[config.mk]
export PLATFORM = sky130hd
export DESIGN_NAME = transfer_out_arbiter
export DESIGN_NICKNAME = d
export VERILOG_FILES = /design/src/rtl/transfer_out_arbiter.sv
export SDC_FILE = /design/constraint.sdc
export NUM_CORES = 1
export LEC_CHECK = 0
export CORE_MARGIN = 2
export CORE_UTILIZATION = 49
export CTS_CLUSTER_DIAMETER = 30
export DETAILED_ROUTE_END_ITERATION = 6
export PLACE_DENSITY = 0.79
export SLEW_MARGIN = 20
export SYNTH_ARGS = -nofsm -noshare
export SYNTH_HDL_FRONTEND = slang
export SYNTH_SLANG_ARGS = --single-unit
[constraint.sdc]
create_clock -name CLK -period 1.8 [get_ports CLK]
set_input_delay 0.27 -clock CLK [delete_from_list [all_inputs] [get_ports CLK]]
set_output_delay 0.27 -clock CLK [all_outputs]
set_load 0.01 [all_outputs]
[src/rtl/transfer_out_arbiter.sv]
// Arbitrates the byte-wide Transfer Out channel between 4-byte control frames and single data bytes.
// Four-phase SEND/DONE per byte; round-robin on contention; watchdog aborts a stalled handshake.
module transfer_out_arbiter #(
    parameter logic [7:0] HDR_BYTE1      = 8'h5A,
    parameter logic [7:0] HDR_BYTE2      = 8'hC3,
    parameter logic [7:0] HDR_BYTE3      = 8'h7E,
    parameter int         TIMEOUT_CYCLES = 1024
) (
    input  logic       CLK,
    input  logic       RST,
    input  logic       CFG_REQ,
    input  logic [7:0] CFG_BYTE,
    output logic       CFG_ACK,
    input  logic       DATA_VALID,
    input  logic [7:0] DATA_BYTE,
    output logic       DATA_READY,
    output logic       TRANSFER_OUT_SEND,
    output logic [7:0] TRANSFER_OUT_BYTE,
    input  logic       TRANSFER_OUT_DONE,
    output logic       BUSY,
    output logic       TIMEOUT_ERR,
    input  logic       ERR_CLEAR
);
    localparam int WD_W = $clog2(TIMEOUT_CYCLES);
    localparam logic [WD_W-1:0] WD_MAX = WD_W'(TIMEOUT_CYCLES - 1);

    typedef enum logic [2:0] {
        S_IDLE, S_HDR1, S_HDR2, S_HDR3, S_CFG, S_DATA
    } state_t;

    state_t          state;
    logic            releasing;
    logic [WD_W-1:0] wd;
    logic            last_cfg;

    assign BUSY = (state != S_IDLE);

    always_ff @(posedge CLK or posedge RST) begin
        if (RST) begin
            state             <= S_IDLE;
            releasing         <= 1'b0;
            wd                <= '0;
            last_cfg          <= 1'b0;
            CFG_ACK           <= 1'b0;
            DATA_READY        <= 1'b0;
            TRANSFER_OUT_SEND <= 1'b0;
            TRANSFER_OUT_BYTE <= 8'h00;
            TIMEOUT_ERR       <= 1'b0;
        end else begin
            CFG_ACK    <= 1'b0;
            DATA_READY <= 1'b0;
            // A watchdog set later in this block overrides the clear.
            if (ERR_CLEAR)
                TIMEOUT_ERR <= 1'b0;

            if (state == S_IDLE) begin
                wd        <= '0;
                releasing <= 1'b0;
                // Grant only once DONE is low so a stale acknowledge is never taken for the new byte.
                if (!TRANSFER_OUT_DONE && (CFG_REQ || DATA_VALID)) begin
                    TRANSFER_OUT_SEND <= 1'b1;
                    if (CFG_REQ && (!DATA_VALID || !last_cfg)) begin
                        state             <= S_HDR1;
                        TRANSFER_OUT_BYTE <= HDR_BYTE1;
                    end else begin
                        state             <= S_DATA;
                        TRANSFER_OUT_BYTE <= DATA_BYTE;
                    end
                end
            end else if (wd == WD_MAX) begin
                state             <= S_IDLE;
                TRANSFER_OUT_SEND <= 1'b0;
                releasing         <= 1'b0;
                wd                <= '0;
                TIMEOUT_ERR       <= 1'b1;
            end else if (!releasing) begin
                if (TRANSFER_OUT_DONE) begin
                    releasing         <= 1'b1;
                    TRANSFER_OUT_SEND <= 1'b0;
                    wd                <= '0;
                end else begin
                    wd <= wd + 1'b1;
                end
            end else if (!TRANSFER_OUT_DONE) begin
                releasing <= 1'b0;
                wd        <= '0;
                case (state)
                    S_HDR1: begin
                        state             <= S_HDR2;
                        TRANSFER_OUT_BYTE <= HDR_BYTE2;
                        TRANSFER_OUT_SEND <= 1'b1;
                    end
                    S_HDR2: begin
                        state             <= S_HDR3;
                        TRANSFER_OUT_BYTE <= HDR_BYTE3;
                        TRANSFER_OUT_SEND <= 1'b1;
                    end
                    S_HDR3: begin
                        state             <= S_CFG;
                        TRANSFER_OUT_BYTE <= CFG_BYTE;
                        TRANSFER_OUT_SEND <= 1'b1;
                    end
                    S_CFG: begin
                        state    <= S_IDLE;
                        CFG_ACK  <= 1'b1;
                        last_cfg <= 1'b1;
                    end
                    S_DATA: begin
                        state      <= S_IDLE;
                        DATA_READY <= 1'b1;
                        last_cfg   <= 1'b0;
                    end
                    default: state <= S_IDLE;
                endcase
            end else begin
                wd <= wd + 1'b1;
            end
        end
    end
endmodule

Word-level counts from Yosys, hierarchy flattened
Cells that the tools add are included.

operators by class
  add/sub/neg operators = 1
  $mul = 0
  shift operators = 0
  eq/ne operators = 11
  reductions and logical operators = 20
  div/mod/pow operators = 0
  multiplexer cells = 43
  bitwise gates (word level) = 3
  magnitude comparators = 0

operators with widths
  operator                 count
  $mux W10                 5
  $mux W8                  6
  $pmux W8 S3              1
  $mux W1                  23
  $mux W3                  6
  $reduce_bool A4 Y1       3
  $add A10 B1 Y10 const B  1
  $eq A10 B10 Y1 const B   1
  $reduce_and A5 Y1        2
  $pmux W3 S3              1
  $eq A3 B2 Y1 const B     2
  $eq A3 B3 Y1 const B     2
  $reduce_bool A3 Y1       2
  $ne A2 B1 Y1 const B     2
  $ne A4 B2 Y1 const B     1
  $reduce_and A4 Y1        1
  $reduce_bool A2 Y1       2
  $eq A3 B1 Y1 const B     1
  $logic_not A1 Y1         3
  $logic_not A3 Y1         1
  $ne A3 B1 Y1 const B     1
  $not A1 Y1               3
  $reduce_and A3 Y1        1
  $reduce_or A3 Y1         1
  other kinds (4)          6

word-level totals
  memory bits (writable) = 0
  word-level logic and storage cells = 87
  bits in latches = 0
  memory bits (read-only) = 0
  memories kept = 0
  input port bits = 22
  output and inout port bits = 13
  bits in registers = 27

Depth between registers and ports, before layout
Gate-level depths: netlist of run 1.

  depth after elaboration = 7
  depth in mapped cells = 6
  depth with buffers taken out = 5

Worst setup path after synthesis of run 1
Ideal clock, no wire load.

  path type = reg-to-reg
  start point = reg wd[0]
  end point = reg last_cfg
  period minus slack after synthesis = 1.703 ns
  buffers on the path = 1
  data arrival time = 1.584 ns
  required time = 1.681 ns
  setup slack = 0.097 ns
  cell stages (with the launch flop) = 7
  setup time = 0.119 ns
  cells stage by stage = dfrtp_1 ha_1 and4_2 and3_1 buf_6 nor4_4 o21ba_2

between the ends
  cells in the longest elaborated chain, start to end = 3

ends and longest elaborated chain
  item                                RTL line  source
  start, declared                     33        logic [WD_W-1:0] wd;
  start signal, assigned              82        wd <= wd + 1'b1;
  start signal, assigned              116       wd <= wd + 1'b1;
  $eq A10 B10 Y1                      70        end else if (wd == WD_MAX) begin
  $not A1 Y1 (no source line)         --
  $reduce_and A5 Y1 (no source line)  --
  end signal, assigned                43        last_cfg <= 1'b0;
  end signal, assigned                106       last_cfg <= 1'b1;
  end signal, assigned                111       last_cfg <= 1'b0;
  end, declared                       34        logic last_cfg;

No other way between the ends.
A chain may end at the register's enable or synchronous reset.

Final worst setup path of run 1
  start point = reg wd[1]
  end point = reg TRANSFER_OUT_BYTE[5]

between the ends
  cells in the longest elaborated chain, start to end = 3

ends and longest elaborated chain
  item                                RTL line  source
  $eq A10 B10 Y1                      70
  $ne A2 B2 Y1 (no source line)       --
  $reduce_and A5 Y1 (no source line)  --
  end signal, assigned                64        TRANSFER_OUT_BYTE <= HDR_BYTE1;
  end signal, assigned                67        TRANSFER_OUT_BYTE <= DATA_BYTE;
  end signal, assigned                90        TRANSFER_OUT_BYTE <= HDR_BYTE2;
  end, declared                       18        output logic [7:0] TRANSFER_OUT_BYTE,

No other way between the ends.

==> results of run 1 <==
[metal layers]
layer | vias to the layer above | wire (um) | GRT usage, %
met2 | 31 | 1650 | 35.6
met1 | 583 | 1330 | 24.7
met4 | 0 | 51 | 5.98
li1 | 592 | - | -
met3 | 8 | 153 | 4.40
met5 | - | 0 | 0
[final cells by class]
| class | count | area (um2) | share of cell area [%] |
|---|---|---|---|
| inverter | 5 | 18.8 | 0.975 |
| sequential | 27 | 676 | 35.1 |
| tap | 31 | 38.8 | 2.01 |
| multi-input combinational | 103 | 722 | 37.5 |
| timing repair buffer | 48 | 444 | 23.1 |
| clock buffer | 4 | 26.3 | 1.36 |
[through the flow]
step	cell area [um2]	TNS [ns]	hold slack (ns)	power [mW]
2_1_floorplan	1450	0	0.323	1.63
3_3_place_gp	1870	0	0.473	2.05
3_5_place_dp	1870	-0.297	0.481	2.09
4_1_cts	1910	0	0.292	2.38
5_1_grt	1930	-0.0124	0.323	2.56
6_report	1930	0	0.286	2.39
[what timing repair did]
item	CTS	global route
pin swaps	1	1
resized for setup	1	1
endpoints found under the setup margin	1	8
setup buffers	2	2
[worst paths after layout]
path	endpoint	slack, ns	cells after the start
max	TRANSFER_OUT_BYTE[5]	0.05	5
min	TRANSFER_OUT_BYTE[3]	0.29	3
max reg2reg	TRANSFER_OUT_BYTE[5]	0.05	5
min reg2reg	TRANSFER_OUT_BYTE[2]	0.53	1
max in group asynchronous	wd[0]	1.26	3
min in group CLK	TIMEOUT_ERR	0.50	2
[cells in the mapped netlist, types with 2 or more instances]
cell type,count
nor2_1,17
a21boi_0,3
inv_1,4
nor3_4,2
o21ai_0,6
nor3_1,2
nand2b_1,5
nand2_1,7
nand3_1,6
buf_6,2
nor4_1,4
xnor2_1,4
and3_1,2
a21oi_1,10
xor2_1,4
o21bai_1,5
dfrtp_1,27
clkbuf_1,3
mux2_2,8
[cell families after synthesis]
| logic type | count (synthesis) | synth area share, % |
|---|---|---|
| adder cells (fa/ha/maj) | 1 | 0.860 |
| AO/OA/AOI/OAI | 33 | 15.5 |
| AND/OR/NAND/NOR | 53 | 22.2 |
| flip-flops | 27 | 46.5 |
| buffers and inverters | 11 | 3.96 |
| XOR/XNOR | 8 | 4.82 |
| multiplexers | 8 | 6.20 |
[flip-flops by register name, summed over array words and instances (netlist names)]
name and flops:
CFG_ACK 1, DATA_READY 1, TIMEOUT_ERR 1, TRANSFER_OUT_BYTE 8, TRANSFER_OUT_SEND 1, last_cfg 1, releasing 1, state 3
wd 10
[report_power, final]
part	switching, mW	internal (mW)
Clock	0.171	0.0868
Combinational	0.578	0.648
Sequential	0.128	0.776
Total	0.877	1.51
[critical path, stage by stage (launching register included)]
cell and delay, ns:
dfrtp_1 0.41, ha_1 0.19, and4_4 0.26, nand3_4 0.09, a21oi_4 0.32, mux2_2 0.38
==> summary.md, run 1 <==
| Metric | Value |
|---|---|
| Cells after synthesis | `141` |
| CP Launch Type | `register` |
| Fmax achieved | `572 MHz` |
| Slew margin rel. | `66.9%` |
| Max Clock Skew | `0.00583 ns` |
| Initial antenna violation count | `0` |
| Boundary Pins | `35` |
| Core Rows | `19` |
| DR DRC count | `0` |
| Critical path startpoint | `wd[1]` |
| Post-route non-filler standard cell count | `218` |
| Vias in the first global route | `1207` |
| Worst-Margin Slew | `0.492 ns` |
| Netlist cell types | `39` |
| Final ANT Viol Nets | `0` |
| Avg Inst Size Synth | `10.3 um2` |
| Die ar. | `0.00342 mm2` |
| Sequential share of the synthesized area | `46.5%` |
| Worst R2R Start | `wd[1]` |
| Final core occ | `69.2%` |
| Cells after DPL | `210` |
| Initial Utilization | `52.3%` |
| Max-Cap Viols | `0` |
| Sink Count | `27` |
| Area growth from synthesis to layout | `32.4%` |
| CTS clk-pin slew, worst paths | `0.13 ns` |
| All-Layer GR Usage | `20.2%` |
| Asr flop ratio synth | `100%` |
| Synth Warn # | `0` |
| Vias | `1214` |
| Maximum vdd drop | `1200 uV` |
| Total wire length | `3.19 mm` |
| Filler cells | `231` |
| Ant diodes | `0` |
| Port Buf Inserts | `34` |
| Setup crit end kind | `register` |
| Netlist Area Pre-Place | `0.00145 mm2` |
| #FFs+latches synth | `27` |
| CP Data Required Time | `2.02 ns` |
| Setup Slack @ Placement | `-0.0425 ns` |
| Main flop type after synthesis | `dfrtp_1` |
| Per-cell routed wire length | `14.6 um` |
| Synth area leader | `dfrtp_1` |
| H-tree levels | `1` |
| Gp weighted congestion | `0.783` |
| CTS root buf | `clkbuf_4` |
| Vias/cell | `5.57` |
| Worst-Skew Late Latency | `0.32 ns` |
| P_leak | `0.796 nW` |
| CORE AREA | `0.00278 mm2` |
| Global route overflow | `0` |
| Setup ws final | `0.0508 ns` |
| Most frequent cells in the layout | `clkdlybuf4s50_1, dfrtp_1, nor2_1, buf_4, a21oi_1` |
| CTS tree | `built` |
| Worst Hold Class | `in2async` |
| Clk buf depth | `2` |
| Syn_nets | `164` |
| CP Class | `reg2reg` |
| Final Setup Violations | `0` |
| Drt first pass iters | `4` |
| Die W | `58.5 um` |
| Number of hold buffers added after CTS | `0` |
| Share of layout cells above drive strength 1 | `18.7%` |
| Status | `finished, final reports clean` |
| Num CTS Buffers | `3` |
| Max Slew Vio Count | `0` |
| Min cycle time layout | `1.75 ns` |
| Nets@finish | `211` |
| Commonest non-fill, non-tap cell in the layout | `clkdlybuf4s50_1` |
| DP HPWL | `2.45 mm` |
| Pwr Density | `1240 mW/mm2` |
| Iteration-0 DRC Markers | `54` |
| Height of the die | `58.5 um` |
| Largest net degree at the start of global routing | `28` |
| First-pass GRT wire length | `5.29 mm` |
| Crit-path max FO | `8` |
| Dominant cells by area after synthesis | `dfrtp_1, mux2_2, nor2_1, a21oi_1, o21bai_1` |
| Signal arrival time at the worst endpoint | `1.97 ns` |
| Final hold violation count | `0` |
| Post-synth EDFFs | `0` |
| Top-area cell type share of the netlist area | `46.5%` |
| Final period utilization | `97.2%` |
No activity file was read; power rests on OpenSTA's default activity.
==> inputs of run 2 (changes only) <==
- REMOVE_ABC_BUFFERS: unset -> 1
==> run 2 against run 1 <==
Effect of this change: combinational power is essentially flat; sequential cell count did not move; via count fell by 1.3%; critical path type unchanged; fmax up 1.8%; register-to-register slack gained 0.03 ns; core utilization shrank 0.27 points; sequential power about the same.
==> summary.md, run 2 (synthesis gave the netlist of run 1 again) <==
| Metric | Value |
|---|---|
| Worst-Skew Late Latency | `0.31 ns (about the same)` |
| Critical-path cell list | `ha_1, and4_4, nand3_4, a21oi_4, mux2_2` |
| Setup Slack @ Placement | `-0.00781 ns (+0.0347 ns)` |
| DR DRC count | `0 (unchanged)` |
| Commonest non-fill, non-tap cell in the layout | `clkdlybuf4s50_1` |
| All-Layer GR Usage | `20.1% (-0.13 points)` |
| Max reg flops | `10 (unchanged)` |
| Total wire length | `3.16 mm (-1.0%)` |
| Slew margin rel. | `63.2% (-3.7 points)` |
| Top delay family on crit path | `flip-flops` |
| CP Data Required Time | `2.01 ns (about the same)` |
| Final hold violation count | `0 (unchanged)` |
| Core Rows | `19 (unchanged)` |
| Clk buf depth | `2 (unchanged)` |
| Largest net degree at the start of global routing | `28 (unchanged)` |
| CP Launch Type | `register` |
| Power Total | `2.36 mW (-1.0%)` |
| Vias/cell | `5.52 (-0.86%)` |
| CTS root buf | `clkbuf_4` |
| Iteration-0 DRC Markers | `37 (-31%)` |
| Global route overflow | `0 (unchanged)` |
| CTS clk-pin slew, worst paths | `0.13 ns (about the same)` |
| Max Clock Skew | `0.00116 ns (-0.00467 ns)` |
| Die ar. | `0.00342 mm2 (unchanged)` |
| Nets@finish | `210 (-0.47%)` |
| Slowest CP cell | `dfrtp_1` |
| Die W | `58.5 um (unchanged)` |
| Crit path to | `TRANSFER_OUT_BYTE[4]` |
| Hold WS | `0.300 ns (+0.0143 ns)` |
| Largest Register | `wd` |
| Setup ws final | `0.0812 ns (+0.0304 ns)` |
| H-tree levels | `1 (unchanged)` |
| Final Setup Violations | `0 (unchanged)` |
| Worst Hold Class | `in2async` |
| Per-cell routed wire length | `14.6 um (-0.58%)` |
| P_leak | `0.791 nW (-0.57%)` |
| R2r setup slk | `0.08 ns (+0.03 ns)` |
| Biggest registers after layout | `wd: 10 flops, TRANSFER_OUT_BYTE: 8 flops, state: 3 flops` |
| Final setup TNS | `0 ns (unchanged)` |
| Initial Utilization | `52.3% (unchanged)` |
| Final ANT Viol Nets | `0 (unchanged)` |
| First-pass GRT wire length | `5.28 mm (-0.13%)` |
| Most frequent cells in the layout | `clkdlybuf4s50_1, dfrtp_1, nor2_1, buf_4, a21oi_1` |
| Max Slew Vio Count | `0 (unchanged)` |
| Num CTS Buffers | `3 (unchanged)` |
| Gp weighted congestion | `0.786 (+0.36%)` |
| Initial antenna violation count | `0 (unchanged)` |
| Fmax achieved | `582 MHz (+1.8%)` |
| Ant diodes | `0 (unchanged)` |
| Critical path startpoint | `wd[1]` |
| Status | `finished, final reports clean` |
| DP HPWL | `2.44 mm (-0.65%)` |
| Height of the die | `58.5 um (unchanged)` |
| Crit-path max FO | `8 (unchanged)` |
| Max-Cap Viols | `0 (unchanged)` |
| Maximum vdd drop | `951 uV (-21%)` |
| Cells on worst reg2reg path | `5 (unchanged)` |
| R2R Path End | `TRANSFER_OUT_BYTE[4]` |
| Pwr Density | `1230 mW/mm2 (-0.63%)` |
| Share of layout cells above drive strength 1 | `18.3% (-0.44 points)` |
| Area growth from synthesis to layout | `31.9%` |
| Signal arrival time at the worst endpoint | `1.93 ns (-0.04 ns)` |
| CP Class | `reg2reg` |
| Area after DPL | `0.00187 mm2 (unchanged)` |
| CP bufs+invs | `0 (unchanged)` |
| Vias in the first global route | `1204 (-0.25%)` |
| Boundary Pins | `35 (unchanged)` |
| Port Buf Inserts | `34 (unchanged)` |
| Vias | `1198 (-1.3%)` |
| Drt first pass iters | `4 (unchanged)` |
| Setup crit end kind | `register` |
| Sink Count | `27 (unchanged)` |
| Worst-Margin Slew | `0.546 ns (+0.0544 ns)` |
| CORE AREA | `0.00278 mm2 (unchanged)` |
| Fin area | `0.00192 mm2 (-0.39%)` |
| Number of hold buffers added after CTS | `0 (unchanged)` |
| Final period utilization | `95.5% (-1.7 points)` |
| CTS tree | `built` |
| Crit. path cell count | `5 (unchanged)` |
| Max stage delay on crit path | `0.39 ns (-0.02 ns)` |
| Worst R2R Start | `wd[1]` |
| Min cycle time layout | `1.72 ns (-0.0304 ns)` |
==> run 2: cell count changes in the layout (fill, tap and decap cells not counted), sizes merged <==
cell and delta:
buf -1
==> run 2: per-stage QoR <==
stage | instances | util, %
after CTS | 215 | 68.4
after detailed placement | 210 | 67.2
final | 217 | 69.0
after floorplan | 135 | -
after global routing | 217 | 69.0
after global placement | 210 | 67.2
==> run 2: worst min-delay path by stage <==
stage,startpoint,end,slack (ns),cells after the start
detailed placement,wd[0],wd[0],0.49,1
global placement,wd[0],wd[0],0.47,1
CTS,RST,TRANSFER_OUT_BYTE[1],0.31,3
floorplan,RST,CFG_ACK,0.32,1
global route,RST,TRANSFER_OUT_BYTE[1],0.33,3
finish,RST,TRANSFER_OUT_BYTE[6],0.30,3
==> run 2: final cells by class <==
type                       count  area [um2]
fill                         232         863
multi-input combinational    103         722
inverter                       5        18.8
clock buffer                   4        26.3
sequential                    27         676
timing repair buffer          47         437
tap                           31        38.8
==> run 2: layer usage <==
| layer | up-vias | track usage, % | share of wire (%) |
|---|---|---|---|
| li1 | 585 | - | - |
| met1 | 578 | 25.5 | 42 |
| met2 | 29 | 34.3 | 52 |
| met3 | 6 | 3.30 | 4.1 |
| met4 | 0 | 7.64 | 1.7 |
| met5 | - | 0 | 0 |
==> run 2: worst reg2reg max path, stage by stage, from the launching register on <==
cell and delay (ns):
dfrtp_1 0.39, ha_1 0.20, and4_4 0.27, nand3_4 0.09
a21oi_4 0.30, mux2_2 0.38
==> run 2: power by group <==
group	switching, mW	internal (mW)	leakage [nW]
registers	0.126	0.776	0.341
clock network	0.163	0.0864	0.0150
logic	0.575	0.637	0.436
total	0.865	1.50	0.791
==> run 2: timing repair <==
| item | 4_1_cts | 5_1_grt |
|---|---|---|
| gates resized for setup | 1 | 1 |
| setup endpoints to repair | 1 | 8 |
| cloned | 0 | 0 |
| pin swaps | 1 | 1 |
| buffers inserted | 1 | 2 |
==> inputs of run 3 (changes only) <==
- SLEW_MARGIN: 20 -> 40
==> results of run 3 <==
Final layout, timing and power as in run 2 (identical DEF).
